File: config.mk
export PLATFORM = sky130hd
export DESIGN_NAME = adder_13_blk
export DESIGN_NICKNAME = d
export VERILOG_FILES = /design/src/rtl/adder_pkg.sv /design/src/rtl/full_adder.sv /design/src/rtl/adder_13_blk.sv
export SDC_FILE = /design/constraint.sdc
export NUM_CORES = 1
export LEC_CHECK = 0
export CAP_MARGIN = 5
export CORE_AREA = 2 2 39 41
export CTS_CLUSTER_SIZE = 28
export DETAILED_ROUTE_END_ITERATION = 8
export DIE_AREA = 0 0 41 43
export HOLD_SLACK_MARGIN = 0.06
export PLACE_DENSITY_LB_ADDON = 0.05
export SETUP_SLACK_MARGIN = 0.15
export SYNTH_ARGS = -nofsm -noshare
export SYNTH_HDL_FRONTEND = slang
export SYNTH_SLANG_ARGS = --single-unit
File: constraint.sdc
create_clock -name clk -period 0.9 [get_ports clk]
set_clock_uncertainty 0.1 [all_clocks]
set_input_delay 0.09 -clock clk [delete_from_list [all_inputs] [get_ports clk]]
set_output_delay 0.09 -clock clk [all_outputs]
set_load 0.03 [all_outputs]
File: src/rtl/adder_pkg.sv
`default_nettype none
// +----------------------------------------------------------------------+
// | adder_pkg: shared widths and reference sum for the 3+3+cin adder.    |
// | Rev 1.0                                                              |
// +----------------------------------------------------------------------+
package adder_pkg;

  localparam int DEFAULT_WIDTH = 3;

  function automatic logic [DEFAULT_WIDTH:0] golden_add(
    input logic [DEFAULT_WIDTH-1:0] a,
    input logic [DEFAULT_WIDTH-1:0] b,
    input logic                     cin
  );
    golden_add = {1'b0, a} + {1'b0, b} + {{DEFAULT_WIDTH{1'b0}}, cin};
  endfunction

endpackage
`default_nettype wire

File: src/rtl/full_adder.sv
`default_nettype none
// +----------------------------------------------------------------------+
// | full_adder: one-bit sum/carry cell of the ripple chain.              |
// | Rev 1.0                                                              |
// +----------------------------------------------------------------------+
module full_adder (
  input  logic a,
  input  logic b,
  input  logic ci,
  output logic s,
  output logic co
);

  assign s  = a ^ b ^ ci;
  assign co = (a & b) | (a & ci) | (b & ci);

endmodule
`default_nettype wire

File: src/rtl/adder_13_blk.sv
`default_nettype none
// +----------------------------------------------------------------------+
// | adder_13_blk: registered ripple-carry a + b + cin with valid flag.   |
// | Rev 1.0                                                              |
// +----------------------------------------------------------------------+
module adder_13_blk
  import adder_pkg::*;
#(
  parameter int WIDTH   = DEFAULT_WIDTH,
  parameter bit OUT_REG = 1'b1
) (
  input  logic             clk,
  input  logic             rst_n,
  input  logic             in_valid,
  input  logic [WIDTH-1:0] a,
  input  logic [WIDTH-1:0] b,
  input  logic             cin,
  output logic [WIDTH:0]   sum,
  output logic             out_valid
);

  logic [WIDTH:0]   w_carry;
  logic [WIDTH-1:0] w_bits;
  logic [WIDTH:0]   w_sum;
  logic             r_valid;

  assign w_carry[0] = cin;

  for (genvar i = 0; i < WIDTH; i++) begin : g_bit
    full_adder u_fa (
      .a  (a[i]),
      .b  (b[i]),
      .ci (w_carry[i]),
      .s  (w_bits[i]),
      .co (w_carry[i+1])
    );
  end

  assign w_sum = {w_carry[WIDTH], w_bits};

  always_ff @(posedge clk or negedge rst_n) begin
    if (!rst_n) r_valid <= 1'b0;
    else        r_valid <= in_valid;
  end

  if (OUT_REG) begin : g_out_reg
    logic [WIDTH:0] r_sum;

    // Capture only on valid so idle (possibly unknown) operands never reach sum.
    always_ff @(posedge clk or negedge rst_n) begin
      if (!rst_n)        r_sum <= '0;
      else if (in_valid) r_sum <= w_sum;
    end

    assign sum = r_sum;
  end else begin : g_out_comb
    // Mask idle/reset cycles so unknown operands cannot leak downstream.
    assign sum = (in_valid && rst_n) ? w_sum : '0;
  end

  assign out_valid = r_valid;

endmodule
`default_nettype wire

# After elaboration in Yosys (flattened, before gate mapping)
# Cells that the tools add are included.
[word_totals] regBits=5 in_bits=10 out_inout_bits=5 elab_cells=23
[classes] bitwise_logic=21
[ops] op="AND 1 bit" count=9
[ops] op="bitwise OR 1 bit" count=6
[ops] op="XOR 1 bit" count=6

# Logic depth before layout (Yosys ltp)
# Gate-level depths: netlist (run 1).
[logic_depth] word_depth=9 mapped_depth=7 depth_no_buf=7

# Hierarchy
# From an unflattened synthesis (run 1), not the netlist that was laid out.
[unflattened] hier_cells=12 hier_area_um2=230.2
[by_module_without_submodules] module="adder_13_blk" seq_area_each_um2=125.1 area_per_inst_um2=170.2 n_inst=1 cells_per_inst=9
[by_module_without_submodules] module="full_adder" seq_area_each_um2=0.0 area_per_inst_um2=20.0 n_inst=3 cells_per_inst=1

# Worst setup path before layout (run 1)
# Ideal clock, no wire load.
[synth_timing] path_kind="input port to flip-flop" start="input a[0]" end="register g_out_reg.r_sum[2] (netlist: sum[2])" arrival_ns=1.298 path_buffers=0 setup_slack_ns=-0.618 path_stages=7 path_cell_list="inv_1 > fa_1 > inv_1 > fa_1 > inv_1 > fa_1 > a21oi_1"
[synth_via] elab_chain_cells=7 elab_cells_between_ends=9 cone_classes="bitwise: 9"
[synth_rtl] element="start, declared" line="adder_13_blk.sv:15" rtl="input logic [WIDTH-1:0] a,"
[synth_rtl] element="AND 1 bit" line="full_adder.sv:15" rtl="assign co = (a & b) | (a & ci) | (b & ci);"
[synth_rtl] element="bitwise OR 1 bit * (2 in a row)" line="full_adder.sv:15"
[synth_rtl] element="AND 1 bit" line="full_adder.sv:15"
[synth_rtl] element="bitwise OR 1 bit" line="full_adder.sv:15"
[synth_rtl] element="bitwise OR 1 bit *" line="full_adder.sv:15"
[synth_rtl] element="XOR 1 bit *" line="full_adder.sv:14" rtl="assign s = a ^ b ^ ci;"
[synth_rtl] element="end signal, assigned" line="adder_13_blk.sv:52" rtl="else if (in_valid) r_sum <= w_sum;"
[synth_rtl] element="end, declared" line="adder_13_blk.sv:47" rtl="logic [WIDTH:0] r_sum;"
# Mark *: on every way between the ends. The rest lies on a longest branch, timed or not.
# A chain may end at the register's enable or synchronous reset.

# Final worst setup path (run 1)
[layout_timing] start="input cin" end="register g_out_reg.r_sum[2] (netlist: sum[2])"
[layout_via] elab_chain_cells=7 elab_cells_between_ends=9 cone_classes="bitwise: 9"
[layout_rtl] element="start, declared" line="adder_13_blk.sv:17" rtl="input logic cin,"
[layout_rtl] element="AND 1 bit" line="full_adder.sv:15"
[layout_rtl] element="bitwise OR 1 bit" line="full_adder.sv:15"
[layout_rtl] element="bitwise OR 1 bit *" line="full_adder.sv:15"
[layout_rtl] element="AND 1 bit" line="full_adder.sv:15"
[layout_rtl] element="bitwise OR 1 bit" line="full_adder.sv:15"
[layout_rtl] element="bitwise OR 1 bit *" line="full_adder.sv:15"
[layout_rtl] element="XOR 1 bit *" line="full_adder.sv:14"
# Marks and branches as above.

==> results of run 1 <==
## area by class of cell
type | count | area [um^2]
clock buffers | 4 | 26.3
well taps | 16 | 20.0
flip-flops and latches | 5 | 125
multi-input cells | 8 | 113
repair buffers | 16 | 156
inverters | 9 | 41.3
fillers | 154 | 902
## worst max-delay path: stages
cell and delay [ps]:
sky130_fd_sc_hd__buf_8 80, sky130_fd_sc_hd__inv_8 20, sky130_fd_sc_hd__fa_2 370, sky130_fd_sc_hd__inv_2 60
sky130_fd_sc_hd__fa_2 180, sky130_fd_sc_hd__inv_2 30, sky130_fd_sc_hd__fa_1 480, sky130_fd_sc_hd__a21oi_2 50
## path summary, 6_finish.rpt
kind / end / slack [ps] / cells past startpoint
hold / removal: sum[2] / -30 / 1
hold reg to reg: sum[1] / 430 / 1
setup reg to reg: sum[2] / 20 / 3
setup / recovery: sum[2] / -450 / 8
min in group clk: sum[0] / 190 / 4
max in group asynchronous: sum[0] / 540 / 1
## state kept, by name (all words and copies together), names as in the netlist
signal / flops
out_valid: 1
sum: 4
## cell families (layout without fill, tap and decap cells)
| kind of cell | after synthesis | after routing | synth area share [%] |
|---|---|---|---|
| AOI/OAI and AO/OA | 1 | 1 | 1.90 |
| muxes | 3 | 3 | 13.3 |
| DFF | 5 | 5 | 47.6 |
| and+or+nand+nor | 1 | 1 | 1.43 |
| adders and majority gates | 3 | 3 | 22.9 |
| buffers and inverters | 9 | 29 | 12.9 |
## power by group through the flow
stage	clock network [uW]	registers (uW)	logic (uW)
2_1_floorplan	0	355	69.7
3_3_place_gp	0	282	269
3_5_place_dp	0	284	271
4_1_cts	266	287	300
5_1_grt	277	289	328
6_report	251	286	300
## per-stage QoR
step	utilization, %	instances	worst slack, ps	setup TNS [ps]
2_1_floorplan	-	22	-606	-1660
3_3_place_gp	31.1	53	-1230	-4190
3_5_place_dp	31.1	53	-1240	-4240
4_1_cts	34.5	58	-447	-1500
5_1_grt	34.8	58	-483	-1630
6_report	34.8	58	-449	-1430
## routing by layer
layer	up-vias	wire length, um
li1	101	-
met1	89	181
met2	13	225
met3	0	54
met4	0	0
met5	-	0
## what timing repair did
item | in CTS | in global routing
gates resized for setup | 23 | 1
cloned | 0 | 0
setup buffers | 1 | 0
pin swaps | 4 | 1
hold endpoints to repair | 5 | 5
endpoints found under the setup margin | 9 | 9
## layout by cell type, fill, tap and decap left out
| cell type | instances |
|---|---|
| sky130_fd_sc_hd__a21oi_2 | 1 |
| sky130_fd_sc_hd__buf_2 | 2 |
| sky130_fd_sc_hd__buf_4 | 1 |
| sky130_fd_sc_hd__buf_6 | 6 |
| sky130_fd_sc_hd__buf_8 | 1 |
| sky130_fd_sc_hd__clkbuf_1 | 1 |
| sky130_fd_sc_hd__clkbuf_4 | 3 |
| sky130_fd_sc_hd__clkdlybuf4s50_1 | 3 |
| sky130_fd_sc_hd__dfrtp_1 | 5 |
| sky130_fd_sc_hd__dlygate4sd2_1 | 3 |
| sky130_fd_sc_hd__fa_1 | 1 |
| sky130_fd_sc_hd__fa_2 | 2 |
| sky130_fd_sc_hd__inv_1 | 4 |
| sky130_fd_sc_hd__inv_2 | 4 |
| sky130_fd_sc_hd__inv_8 | 1 |
| sky130_fd_sc_hd__mux2_4 | 1 |
| sky130_fd_sc_hd__mux2i_1 | 2 |
| sky130_fd_sc_hd__nor2_1 | 1 |
==> impl_metrics.yaml, run 1 <==
run_status:
  run_status: "finished, violations left"
  violated_checks: "hold timing, setup timing"
synth:
  ys_async_sr_fraction_pct: 100
  number_of_enable_type_register_cells_in_the_synthesized_netlist: 0
  synth-seq-area-share_pct: 47.6
  synth_warnings: 0
  yosysUniqueCellTypes: 7
  synth_top_cells_by_count: "sky130_fd_sc_hd__inv_1 (9), sky130_fd_sc_hd__dfrtp_1 (5), sky130_fd_sc_hd__fa_1 (3)"
  synth_fp_nets: 35
  postSynthRegisterBits: 5
  syn-instance-count: 22
  synth_top_cells_by_area: "sky130_fd_sc_hd__dfrtp_1 (48%), sky130_fd_sc_hd__fa_1 (23%), sky130_fd_sc_hd__inv_1 (13%)"
  netlist_area_before_placement_um2: 263
  post-synth-top-area-cell: "sky130_fd_sc_hd__dfrtp_1"
  synthFlopType: "sky130_fd_sc_hd__dfrtp_1"
  synth.avg_cell_area_um2: 11.9
  post-synth-top-count-cell: "sky130_fd_sc_hd__inv_1"
  synth_largest_type_area_fraction_pct: 47.6
die:
  dieArea_um2: 1760
  initial_utilization_pct: 19.0
  rows: 14
  coreArea_um2: 1380
  die_wd_um: 41
  ios: 15
  dieHeight_um: 43
sta:
  tightest_slew_ps: 223
  hold_slack_ps: -27.1
  highest_clock_rate_ghz: 0.741
  slew-limit-headroom_pct: 85.1
  setup_violations: 8
  timing.final.crit_period_ps: 1350
  period_share_pct: 150
  final_max_slew_viol_count: 0
  grt_setup_unrepaired: "yes"
  timing_hold_violations_final: 5
  postLayoutSetupSlackWorst_ps: -449
pwr:
  design_power_total_uw: 838
  share_comb_of_total_power_pct: 35.8
  peakVddDrop_uv: 395
  seqPwrFrac_pct: 34.2
  switching_share_pct: 30.2
  static-leakage-power_uw: 0.000245
  power.density_cell_area_nw_per_um2: 1740
  internal_power_uw: 585
  power.net_switching_uw: 253
  power.share.clock_pct: 30.0
worst_setup_path:
  worst-setup-path-type: "input port to register"
  critical_path.max_fanout: 1
  start_kind: "input port"
  worst_r2r_startpoint: "sum[2]"
  cp-end-kind: "register"
  timing.critical_path.from: "cin"
  crit_arrival_ps: 1370
  required_time_at_the_worst_slack_endpoint_ps: 920
grt:
  groute.layer.met2.usage_pct: 7.81
  grt_most_used_layer: "met4"
  pin_count_of_the_biggest_net_entering_global_routing: 6
  grt_pass1_wl_um: 772
  met1_usage_pct: 8.94
  antenna_found_initial: 0
  grt_pass1_vias: 211
  grtUsageMet3_pct: 1.57
  groute.usage.overall_pct: 7.09
  grt.overflow.total: 0
drt:
  count_of_vias_placed_by_the_detailed_router: 203
  drt-wirelength-per-cell_um: 7.95
  dr.pass1.iters: 1
  antenna_violating_nets_post_route: 0
  drt_first_iter_violations: 0
  drc: 0
  viasPerCell: 3.50
  postRouteWirelength_um: 461
clock_network:
  clock_insertion_delay_worst_skew_ps: 230
  max_h_tree_level: 1
  numClockSinks: 5
  clock_tree.buffer_depth: 2
  clock_tree_from_tritoncts: "yes"
  numCtsBuffers: 3
  cts.clk_slew.worst_paths_ps: 40
  cts.root.buffer_cell: "sky130_fd_sc_hd__clkbuf_4"
placed_design:
  placed_cell_area_um2: 430
  routabilityCongestion: 0.505
  io_buf_count: 14
job:
  max_cap_viol_count: 0
min_path:
  min-delay-path-class: "input port to async pin"
layout:
  drive_above_1_share_pct: 52.4
  nets: 56
  fin_area_um2: 482
  area_growth_syn_to_layout_pct: 83.3
  antennaDiodeCount: 0
Note: power is estimated with default switching activity, not from simulation.
==> inputs of run 2 (changes only) <==
--- a/config.mk
+++ b/config.mk
@@ -12,7 +12,7 @@
 export DIE_AREA = 0 0 41 43
 export HOLD_SLACK_MARGIN = 0.06
 export PLACE_DENSITY_LB_ADDON = 0.05
-export SETUP_SLACK_MARGIN = 0.15
+export SLEW_MARGIN = 30
 export SYNTH_ARGS = -nofsm -noshare
 export SYNTH_HDL_FRONTEND = slang
 export SYNTH_SLANG_ARGS = --single-unit
==> run 2 against run 1 <==
  * The run still ends with hold timing, setup timing left
  * Wire length shrank 0.22%
  * Non-clock buffer count stayed put
  * Combinational power is essentially flat
  * Sequential power about the same
  * Sequential cell count did not move
  * Register-to-register slack about the same
  * Utilization down 0.18 points
  * Largest cell class unchanged
  * Highest routed layer unchanged
==> impl_metrics.yaml, run 2 (synthesis gave the netlist of run 1 again) <==
run_status:
  run_status: "finished, violations left"
  violated_checks: "hold timing, setup timing"
grt:
  antenna_found_initial: 0
  grt_most_used_layer: "met4"
  pin_count_of_the_biggest_net_entering_global_routing: 6
  grt.overflow.total: 0
  grt_pass1_wl_um: 759
  groute.layer.met2.usage_pct: 7.81
  groute.usage.overall_pct: 6.99
  grt_pass1_vias: 208
  met1_usage_pct: 8.61
  grtUsageMet3_pct: 1.57
pwr:
  peakVddDrop_uv: 396
  power.density_cell_area_nw_per_um2: 1750
  switching_share_pct: 30.2
  share_comb_of_total_power_pct: 35.8
  static-leakage-power_uw: 0.000242
  seqPwrFrac_pct: 34.1
  power.net_switching_uw: 253
  internal_power_uw: 585
  power.share.clock_pct: 30.0
clock_network:
  clock_insertion_delay_worst_skew_ps: 230
  clock_tree.buffer_depth: 2
  cts.root.buffer_cell: "sky130_fd_sc_hd__clkbuf_4"
  clock_tree_from_tritoncts: "yes"
  numClockSinks: 5
  max_h_tree_level: 1
  cts.clk_slew.worst_paths_ps: 40
  numCtsBuffers: 3
sta:
  tightest_slew_ps: 224
  hold_slack_ps: -27.0
  postLayoutSetupSlackWorst_ps: -449
  timing.final.crit_period_ps: 1350
  slew-limit-headroom_pct: 85.1
  setup_violations: 8
  grt_setup_unrepaired: "yes"
  highest_clock_rate_ghz: 0.741
  timing_hold_violations_final: 5
  final_max_slew_viol_count: 0
  period_share_pct: 150
die:
  dieHeight_um: 43
  initial_utilization_pct: 19.0
  die_wd_um: 41
  dieArea_um2: 1760
  rows: 14
  ios: 15
  coreArea_um2: 1380
drt:
  viasPerCell: 3.53
  drc: 0
  postRouteWirelength_um: 460
  dr.pass1.iters: 1
  drt-wirelength-per-cell_um: 7.93
  antenna_violating_nets_post_route: 0
  count_of_vias_placed_by_the_detailed_router: 205
  drt_first_iter_violations: 0
layout:
  final_cell_mix: "sky130_fd_sc_hd__dfrtp_1 (5), sky130_fd_sc_hd__buf_6 (5), sky130_fd_sc_hd__inv_1 (4), sky130_fd_sc_hd__inv_2 (4), sky130_fd_sc_hd__clkdlybuf4s50_1 (4)"
  num-fill-cells: 155
  nets: 56
  postLayoutCoreUtil_pct: 34.6
  drive_above_1_share_pct: 52.4
  antennaDiodeCount: 0
  largest_register_ff_count: 4
  area_growth_syn_to_layout_pct: 82.4
worst_setup_path:
  worstPathCellList: "buf_8 -> inv_8 -> fa_2 -> inv_2 -> fa_2 -> inv_2 -> fa_1 -> a21oi_2"
  crit_arrival_ps: 1370
  critical_path.max_fanout: 1
  required_time_at_the_worst_slack_endpoint_ps: 920
  worst-setup-path-type: "input port to register"
  cp-end-kind: "register"
  critical-path-top-delay-family: "adder cells"
  start_kind: "input port"
  crit_slowest_cell: "sky130_fd_sc_hd__fa_1"
  cp_num_buf_inv: 4
  cp_slowest_stage_delay_ps: 480
job:
  max_cap_viol_count: 0
placed_design:
  place_ws_ps: -1240
  io_buf_count: 14
  routabilityCongestion: 0.505
min_path:
  min-delay-path-class: "input port to async pin"
## run 2: final cells by class
class	count	area, um^2	share of cell area (%)
Tap cell	16	20.0	4.18
Inverter	9	41.3	8.62
Sequential cell	5	125	26.1
Multi-Input combinational cell	8	113	23.5
Timing Repair Buffer	16	154	32.1
Clock buffer	4	26.3	5.48
## run 2: layer usage
metal / vias up / part of all wire (%)
met5: - / 0
met4: 0 / 0
met3: 0 / 12
met2: 13 / 49
met1: 91 / 39
li1: 101 / -
## run 2: power groups by stage
stage | Sequential, uW | Clock [uW] | Combinational [uW]
after floorplan | 355 | 0 | 69.7
after global placement | 282 | 0 | 269
after detailed placement | 284 | 0 | 271
after CTS | 287 | 266 | 300
after global routing | 289 | 277 | 327
final | 286 | 251 | 300
## run 2: final timing paths
path	start	to	slack (ps)	cells past startpoint
max	cin	sum[2]	-450	8
min	rst_n	sum[2]	-30	1
max reg2reg	sum[2]	sum[2]	20	3
min reg2reg	sum[1]	sum[1]	430	1
max in group asynchronous	rst_n	sum[0]	540	1
min in group clk	cin	sum[0]	190	4
## run 2: metrics by stage
stage	power, uW	cell area [um^2]	std cells	hold WS [ps]	TNS (ps)
floorplan	425	275	22	-306	-1660
global placement	551	430	53	226	-4190
detailed placement	554	430	53	230	-4240
CTS	853	475	58	-25.3	-1500
global route	893	479	58	-13.3	-1660
finish	838	479	58	-27.0	-1430
## run 2: repair_timing
item / 4_1_cts / 5_1_grt
endpoints found under the setup margin: 9 / 9
buffers inserted: 1 / 0
pin swaps: 4 / 1
gates resized for setup: 21 / 1
hold endpoints to repair: 5 / 5
